`src/rtl/ex_mem_sram_ctrl_if.sv`:
```
`default_nettype none
// ============================================================================
// Module   : ex_mem_sram_ctrl_if
// Brief    : Bundles the pipeline-side request/response signals and the
//            16-bit asynchronous SRAM pins of the MEM-stage SRAM controller.
// Revision : 1.0 - initial release
// ============================================================================
interface ex_mem_sram_ctrl_if #(
  parameter int DATA_LEN      = 32,
  parameter int ADDRESS_LEN   = 32,
  parameter int SRAM_ADDR_LEN = 18,
  parameter int SRAM_DATA_LEN = 16
);
  // Pipeline side
  logic                     MEM_R_EN;
  logic                     MEM_W_EN;
  logic [ADDRESS_LEN-1:0]   address;
  logic [DATA_LEN-1:0]      write_data;
  logic [DATA_LEN-1:0]      read_data;
  logic                     ready;
  // SRAM side
  logic [SRAM_ADDR_LEN-1:0] sram_addr;
  logic [SRAM_DATA_LEN-1:0] sram_dq_out;
  logic                     sram_dq_oe;
  logic [SRAM_DATA_LEN-1:0] sram_dq_in;
  logic                     sram_we_n;

  // Controller view
  modport slave (
    input  MEM_R_EN, MEM_W_EN, address, write_data, sram_dq_in,
    output read_data, ready, sram_addr, sram_dq_out, sram_dq_oe, sram_we_n
  );

  // Environment view (pipeline + SRAM device)
  modport master (
    output MEM_R_EN, MEM_W_EN, address, write_data, sram_dq_in,
    input  read_data, ready, sram_addr, sram_dq_out, sram_dq_oe, sram_we_n
  );
endinterface
`default_nettype wire

```
`src/rtl/ex_mem_sram_ctrl.sv`:
```
`default_nettype none
// ============================================================================
// Module   : ex_mem_sram_ctrl
// Brief    : MEM-stage controller that splits each 32-bit load/store into two
//            16-bit SRAM half-word accesses with programmable wait states and
//            stalls the pipeline through 'ready' until the access completes.
// Revision : 1.0 - initial release
// ============================================================================
module ex_mem_sram_ctrl #(
  parameter int DATA_LEN      = 32,
  parameter int ADDRESS_LEN   = 32,
  parameter int SRAM_ADDR_LEN = 18,
  parameter int SRAM_DATA_LEN = 16,
  parameter int BASE_ADDR     = 1024,
  parameter int WAIT_CYCLES   = 5
) (
  input  logic              clk,
  input  logic              rst,   // asynchronous, active-low
  ex_mem_sram_ctrl_if.slave bus
);

  localparam int                     CNT_W      = $clog2(WAIT_CYCLES) + 1;
  localparam logic [CNT_W-1:0]       c_CNT_LAST = CNT_W'(WAIT_CYCLES - 1);
  localparam logic [ADDRESS_LEN-1:0] c_BASE     = ADDRESS_LEN'(BASE_ADDR);

  localparam logic [1:0] c_IDLE = 2'd0;
  localparam logic [1:0] c_LO   = 2'd1;
  localparam logic [1:0] c_HI   = 2'd2;
  localparam logic [1:0] c_DONE = 2'd3;

  // Reject configurations the half-word split cannot support
  generate
    if ((DATA_LEN != 2 * SRAM_DATA_LEN) || (WAIT_CYCLES < 1)) begin : g_param_check
      $error("ex_mem_sram_ctrl: DATA_LEN must be 2*SRAM_DATA_LEN and WAIT_CYCLES >= 1");
    end
  endgenerate

  logic [1:0]             state_q, state_d;
  logic [CNT_W-1:0]       cnt_q, cnt_d;
  logic                   is_wr_q;
  logic [ADDRESS_LEN-1:0] addr_q;
  logic [DATA_LEN-1:0]    wdata_q;
  logic [DATA_LEN-1:0]    rdata_q;

  logic                     w_req;
  logic                     w_last;
  logic [ADDRESS_LEN-1:0]   w_word;
  logic [SRAM_ADDR_LEN-1:0] w_lo_addr;
  logic [SRAM_ADDR_LEN-1:0] w_hi_addr;
  logic                     w_unused_ok;

  // No request is recognised while reset is held, so ready stays high then
  assign w_req  = rst & (bus.MEM_R_EN | bus.MEM_W_EN);
  assign w_last = (cnt_q == c_CNT_LAST);

  // Byte address -> SRAM word; addresses below BASE_ADDR wrap silently
  assign w_word    = (addr_q - c_BASE) >> 2;
  assign w_lo_addr = {w_word[SRAM_ADDR_LEN-2:0], 1'b0};
  assign w_hi_addr = {w_word[SRAM_ADDR_LEN-2:0], 1'b1};
  // Word bits beyond the SRAM address range are dropped on purpose
  assign w_unused_ok = &{1'b0, w_word[ADDRESS_LEN-1:SRAM_ADDR_LEN-1]};

  // State and wait-counter registers
  always_ff @(posedge clk or negedge rst) begin
    if (!rst) begin
      state_q <= c_IDLE;
      cnt_q   <= '0;
    end else begin
      state_q <= state_d;
      cnt_q   <= cnt_d;
    end
  end

  // Next state: each half-word state dwells WAIT_CYCLES cycles, DONE one cycle
  always_comb begin
    state_d = state_q;
    cnt_d   = cnt_q;
    case (state_q)
      c_IDLE: begin
        if (w_req) begin
          state_d = c_LO;
          cnt_d   = '0;
        end
      end
      c_LO: begin
        if (w_last) begin
          state_d = c_HI;
          cnt_d   = '0;
        end else begin
          cnt_d = cnt_q + 1'b1;
        end
      end
      c_HI: begin
        if (w_last) begin
          state_d = c_DONE;
          cnt_d   = '0;
        end else begin
          cnt_d = cnt_q + 1'b1;
        end
      end
      default: state_d = c_IDLE;
    endcase
  end

  // Request capture on IDLE exit and half-word assembly of load data
  always_ff @(posedge clk or negedge rst) begin
    if (!rst) begin
      is_wr_q <= 1'b0;
      addr_q  <= '0;
      wdata_q <= '0;
      rdata_q <= '0;
    end else begin
      if (state_q == c_IDLE && w_req) begin
        is_wr_q <= bus.MEM_W_EN;   // write wins when both enables are high
        addr_q  <= bus.address;
        wdata_q <= bus.write_data;
      end
      if (state_q == c_LO && !is_wr_q && w_last) begin
        rdata_q[SRAM_DATA_LEN-1:0] <= bus.sram_dq_in;
      end
      if (state_q == c_HI && !is_wr_q && w_last) begin
        rdata_q[DATA_LEN-1:SRAM_DATA_LEN] <= bus.sram_dq_in;
      end
    end
  end

  // Outputs decoded from state so an async reset quiets the SRAM at once
  always_comb begin
    bus.ready       = 1'b0;
    bus.sram_addr   = '0;
    bus.sram_dq_out = '0;
    bus.sram_dq_oe  = 1'b0;
    bus.sram_we_n   = 1'b1;
    bus.read_data   = rdata_q;
    case (state_q)
      c_IDLE: bus.ready = ~w_req;
      c_LO: begin
        bus.sram_addr = w_lo_addr;
        if (is_wr_q) begin
          bus.sram_dq_out = wdata_q[SRAM_DATA_LEN-1:0];
          bus.sram_dq_oe  = 1'b1;
          bus.sram_we_n   = 1'b0;
        end
      end
      c_HI: begin
        bus.sram_addr = w_hi_addr;
        if (is_wr_q) begin
          bus.sram_dq_out = wdata_q[DATA_LEN-1:SRAM_DATA_LEN];
          bus.sram_dq_oe  = 1'b1;
          bus.sram_we_n   = 1'b0;
        end
      end
      default: bus.ready = 1'b1;
    endcase
  end

endmodule
`default_nettype wire

```
`src/flat_wrapper.sv`:
```
// flat-port wrapper written by rule: the top's interface ports become plain ports
module ex_mem_sram_ctrl_flat 
#(
  parameter int DATA_LEN      = 32,
  parameter int ADDRESS_LEN   = 32,
  parameter int SRAM_ADDR_LEN = 18,
  parameter int SRAM_DATA_LEN = 16,
  parameter int BASE_ADDR     = 1024,
  parameter int WAIT_CYCLES   = 5
)
  (clk, rst, bus_MEM_R_EN, bus_MEM_W_EN, bus_address, bus_write_data, bus_sram_dq_in, bus_read_data, bus_ready, bus_sram_addr, bus_sram_dq_out, bus_sram_dq_oe, bus_sram_we_n);
  ex_mem_sram_ctrl_if #(.DATA_LEN(DATA_LEN), .ADDRESS_LEN(ADDRESS_LEN), .SRAM_ADDR_LEN(SRAM_ADDR_LEN), .SRAM_DATA_LEN(SRAM_DATA_LEN)) bus_i ();
  input  logic clk;
  input  logic rst;
  input wire logic [$bits(bus_i.MEM_R_EN)-1:0] bus_MEM_R_EN;
  input wire logic [$bits(bus_i.MEM_W_EN)-1:0] bus_MEM_W_EN;
  input wire logic [$bits(bus_i.address)-1:0] bus_address;
  input wire logic [$bits(bus_i.write_data)-1:0] bus_write_data;
  input wire logic [$bits(bus_i.sram_dq_in)-1:0] bus_sram_dq_in;
  output wire logic [$bits(bus_i.read_data)-1:0] bus_read_data;
  output wire logic [$bits(bus_i.ready)-1:0] bus_ready;
  output wire logic [$bits(bus_i.sram_addr)-1:0] bus_sram_addr;
  output wire logic [$bits(bus_i.sram_dq_out)-1:0] bus_sram_dq_out;
  output wire logic [$bits(bus_i.sram_dq_oe)-1:0] bus_sram_dq_oe;
  output wire logic [$bits(bus_i.sram_we_n)-1:0] bus_sram_we_n;
  assign bus_i.MEM_R_EN = bus_MEM_R_EN;
  assign bus_i.MEM_W_EN = bus_MEM_W_EN;
  assign bus_i.address = bus_address;
  assign bus_i.write_data = bus_write_data;
  assign bus_i.sram_dq_in = bus_sram_dq_in;
  assign bus_read_data = bus_i.read_data;
  assign bus_ready = bus_i.ready;
  assign bus_sram_addr = bus_i.sram_addr;
  assign bus_sram_dq_out = bus_i.sram_dq_out;
  assign bus_sram_dq_oe = bus_i.sram_dq_oe;
  assign bus_sram_we_n = bus_i.sram_we_n;
  ex_mem_sram_ctrl #(.DATA_LEN(DATA_LEN), .ADDRESS_LEN(ADDRESS_LEN), .SRAM_ADDR_LEN(SRAM_ADDR_LEN), .SRAM_DATA_LEN(SRAM_DATA_LEN), .BASE_ADDR(BASE_ADDR), .WAIT_CYCLES(WAIT_CYCLES)) u_core (.clk(clk), .rst(rst), .bus(bus_i));
endmodule
```
`config.mk`:
```
export PLATFORM = sky130hd
export DESIGN_NAME = ex_mem_sram_ctrl_flat
export DESIGN_NICKNAME = d
export VERILOG_FILES = /design/src/rtl/ex_mem_sram_ctrl_if.sv /design/src/rtl/ex_mem_sram_ctrl.sv /design/src/flat_wrapper.sv
export SDC_FILE = /design/constraint.sdc
export NUM_CORES = 1
export LEC_CHECK = 0
export CAP_MARGIN = 20
export CORE_MARGIN = 1
export CORE_UTILIZATION = 44
export DETAILED_ROUTE_END_ITERATION = 6
export PLACE_DENSITY = 0.8
export SYNTH_ARGS = -nofsm -noshare
export SYNTH_HDL_FRONTEND = slang
export SYNTH_SLANG_ARGS = --single-unit
```
`constraint.sdc`:
```
create_clock -name clk -period 2 [get_ports clk]
set_input_delay 0.4 -clock clk [delete_from_list [all_inputs] [get_ports clk]]
set_output_delay 0.4 -clock clk [all_outputs]
set_load 0.02 [all_outputs]
```
==> load_flow_metrics.sql <==
INSERT INTO impl_metrics (metric_group, metric, value, unit) VALUES
('clock_network', 'clockRootBuffer', 'sky130_fd_sc_hd__clkbuf_8', ''),
('setup_path', 'crit_path_start_kind', 'register', ''),
('grt', 'first_global_vias', '3392', ''),
('floorplan', 'fp.dieArea', '9460', 'µm²'),
('detailed_routing', 'route.final.wire_length', '10600', 'µm'),
('timing', 'fin_ws', '-0.273', 'ns'),
('pwr', 'share_clk_of_total_power', '11.5', '%'),
('cells_and_area', 'layout-drive-gt1-share', '53.4', '%'),
('synthesis', 'synth.area.top_cells', 'sky130_fd_sc_hd__dfrtp_1 (55%), sky130_fd_sc_hd__mux2_2 (23%), sky130_fd_sc_hd__a22oi_1 (3.2%)', ''),
('cells_and_area', 'mostFrequentLayoutCells', 'sky130_fd_sc_hd__clkdlybuf4s50_1 (99), sky130_fd_sc_hd__dfrtp_1 (88), sky130_fd_sc_hd__mux2_2 (80)', ''),
('cells_and_area', 'n_antenna_cell', '0', ''),
('pwr', 'power.density', '1780', 'nW/µm²'),
('timing', 'worst_pin_slew', '0.343', 'ns'),
('grt', 'maximum_number_of_pins_on_one_net_before_global_route_repair', '80', ''),
('run_status', 'violations', 'negative setup slack', ''),
('clock_network', 'clock_tree.buffer_depth', '2', ''),
('setup_path', 'crit_fanout', '5', ''),
('placed_design', 'place_congestion', '0.771', ''),
('setup_path', 'timing.critical_path.required', '1.60', 'ns'),
('detailed_routing', 'ant_nets', '0', ''),
('setup_path', 'cp_data_arrival_time', '1.87', 'ns'),
('timing', 'min_period', '2.27', 'ns'),
('synthesis', 'synth_fp_nets', '389', ''),
('pwr', 'power.share.combinational', '60.6', '%'),
('pwr', 'power.switching', '4.47', 'mW'),
('detailed_routing', 'first_pass_detailed_route_iteration_total', '4', ''),
('synthesis', 'synth.distinct_cells', '37', ''),
('synthesis', 'post_synth.cell_area_avg', '13.4', 'µm²'),
('synthesis', 'synthCells', '298', ''),
('pwr', 'ir_worst_vdd', '0.000913', 'V'),
('clock_network', 'numCtsBuffers', '9', ''),
('synthesis', 'cell_taking_the_most_area_after_synthesis', 'sky130_fd_sc_hd__dfrtp_1', ''),
('setup_path', 'endpoint_kind', 'output port', ''),
('floorplan', 'boundaryPins', '153', ''),
('pwr', 'sequentialPowerShare', '28.0', '%'),
('timing', 'max-slew-margin-rel', '76.6', '%'),
('cells_and_area', 'instances_no_fill', '593', ''),
('detailed_routing', 'met2_length', '5270', 'µm'),
('detailed_routing', 'detail_route.iter0.violations', '41', ''),
('floorplan', 'fp.dieW', '97.3', 'µm'),
('synthesis', 'netlist_area', '3990', 'µm²'),
('clock_network', 'clk_pin_slew', '0.08', 'ns'),
('timing', 'final.setup_skew', '0.0112', 'ns'),
('detailed_routing', 'vias_per_cell', '5.17', ''),
('synthesis', 'synth_top_area_share', '55.2', '%'),
('run_status', 'run_status', 'complete, but fails checks', ''),
('flow_run', 'maxCapViolCount', '0', ''),
('detailed_routing', 'top_signal_layer_used', 'met4', ''),
('floorplan', 'start_util', '45.6', '%'),
('setup_path', 'path_class', 'register to output port', ''),
('timing', 'timing_max_transition_violations_final', '0', ''),
('placed_design', 'port-buffer-count', '137', ''),
('timing', 'setup_repair_after_global_routing_missed_its_margin', 'yes', ''),
('synthesis', 'synth.yosys.seq_area_share', '55.2', '%'),
('timing', 'finalHoldViolations', '0', ''),
('timing', 'setup_violations', '35', ''),
('floorplan', 'rows', '34', ''),
('placed_design', 'place_hpwl', '6880', 'µm'),
('detailed_routing', 'wl_per_cell', '17.8', 'µm'),
('grt', 'global_route_wire_length_before_repair', '16600', 'µm'),
('cells_and_area', 'final_common_cell', 'sky130_fd_sc_hd__clkdlybuf4s50_1', ''),
('timing', 'hold_slack', '0.511', 'ns'),
('clock_network', 'clock_sink_count', '88', ''),
('synthesis', 'synth-edff-count', '0', ''),
('placed_design', 'placed_cells', '561', ''),
('cells_and_area', 'final_net_count', '571', ''),
('synthesis', 'asyncSetResetFlopFracSynth', '100', '%'),
('clock_network', 'clock_latency', '0.35', 'ns'),
('detailed_routing', 'met1_length', '4300', 'µm'),
('cells_and_area', 'flow.area_growth_from_synthesis', '65.3', '%'),
('clock_network', 'cts.htree.levels', '3', '');
metal layers:
metal  global-route usage [%]  vias up
met5                        0        -
met4                     7.81        0
met3                     6.62       14
met2                     38.5      117
met1                     26.7     1505
li1                         -     1429
synth_stat cells, drive strengths merged (2+ instances only):
library cell	n
dfrtp	88
mux2	83
nor2	21
a22oi	17
buf	11
nand2	9
and2	8
ha	7
inv	7
mux2i	5
clkbuf	4
nand2b	4
or3	4
nand3	3
o21ai	3
xnor2	3
a21oi	2
nand3b	2
nor3b	2
nor4	2
or2	2
critical path, stage by stage (launching register included):
cell                      delay (ns)
sky130_fd_sc_hd__dfrtp_1        0.38
sky130_fd_sc_hd__or3_4          0.43
sky130_fd_sc_hd__or3_1          0.40
sky130_fd_sc_hd__a21oi_2        0.16
sky130_fd_sc_hd__buf_4          0.15
flip-flops by register name (all words and copies together) (netlist names):
register and flops:
u_core.addr_q 17, u_core.bus.read_data 32, u_core.cnt_q 4, u_core.is_wr_q 1
u_core.state_q 2, u_core.wdata_q 32
cells by family after synthesis:
| family | synth area share [%] |
|---|---|
| multiplexers | 24.9 |
| flip-flops | 55.2 |
| AND/OR/NAND/NOR | 8.52 |
| AO/OA/AOI/OAI | 5.42 |
| buffers and inverters | 3.10 |
| adder cells (fa/ha/maj) | 2.19 |
| XOR/XNOR | 0.658 |
path summary, 6_finish.rpt:
check / start / to / slack [ns] / cells after the start
max: u_core.addr_q[13] / bus_sram_addr[14] / -0.27 / 4
min: u_core.bus.read_data[1] / u_core.bus.read_data[1] / 0.51 / 1
max reg2reg: u_core.state_q[0] / u_core.state_q[1] / 0.10 / 7
min reg2reg: u_core.bus.read_data[1] / u_core.bus.read_data[1] / 0.51 / 1
max in group asynchronous: rst / u_core.bus.read_data[3] / 0.63 / 5
min in group asynchronous: rst / u_core.cnt_q[2] / 0.56 / 3
final cells by class:
type | instances | area [µm²]
Sequential cell | 88 | 2200
Timing Repair Buffer | 186 | 1950
Multi-Input combinational cell | 188 | 2070
Tap cell | 108 | 135
Clock buffer | 10 | 128
Inverter | 7 | 28.8
Fill cell | 561 | 2160
Clock inverter | 6 | 92.6
power by group through the flow:
stage | Combinational [mW] | Sequential [mW] | Clock (mW)
after floorplan | 2.61 | 3.53 | 0
after global placement | 5.25 | 3.13 | 0
after detailed placement | 5.37 | 3.19 | 0
after CTS | 6.53 | 3.26 | 1.39
after global routing | 7.53 | 3.41 | 1.46
final | 7.13 | 3.29 | 1.35
what timing repair did:
action | 4_1_cts | 5_1_grt
buffers inserted | 8 | 4
cloned | 2 | 2
endpoints found under the hold margin | 9 | 0
gates resized for setup | 276 | 41
endpoints found under the setup margin | 37 | 35
pin swaps | 22 | 17
hold buffers | 1 | 0
through the flow:
stage | cell area [µm²] | power [mW] | TNS (ns) | setup slack, ns
after CTS | 6350 | 11.2 | -3.39 | -0.248
after floorplan | 4040 | 6.13 | -0.155 | -0.0395
after global routing | 6600 | 12.4 | -6.61 | -0.339
after global placement | 5710 | 8.38 | -10.18 | -0.406
final | 6600 | 11.8 | -3.96 | -0.273
after detailed placement | 5710 | 8.57 | -10.98 | -0.459
(Power assumes the default switching activity.)
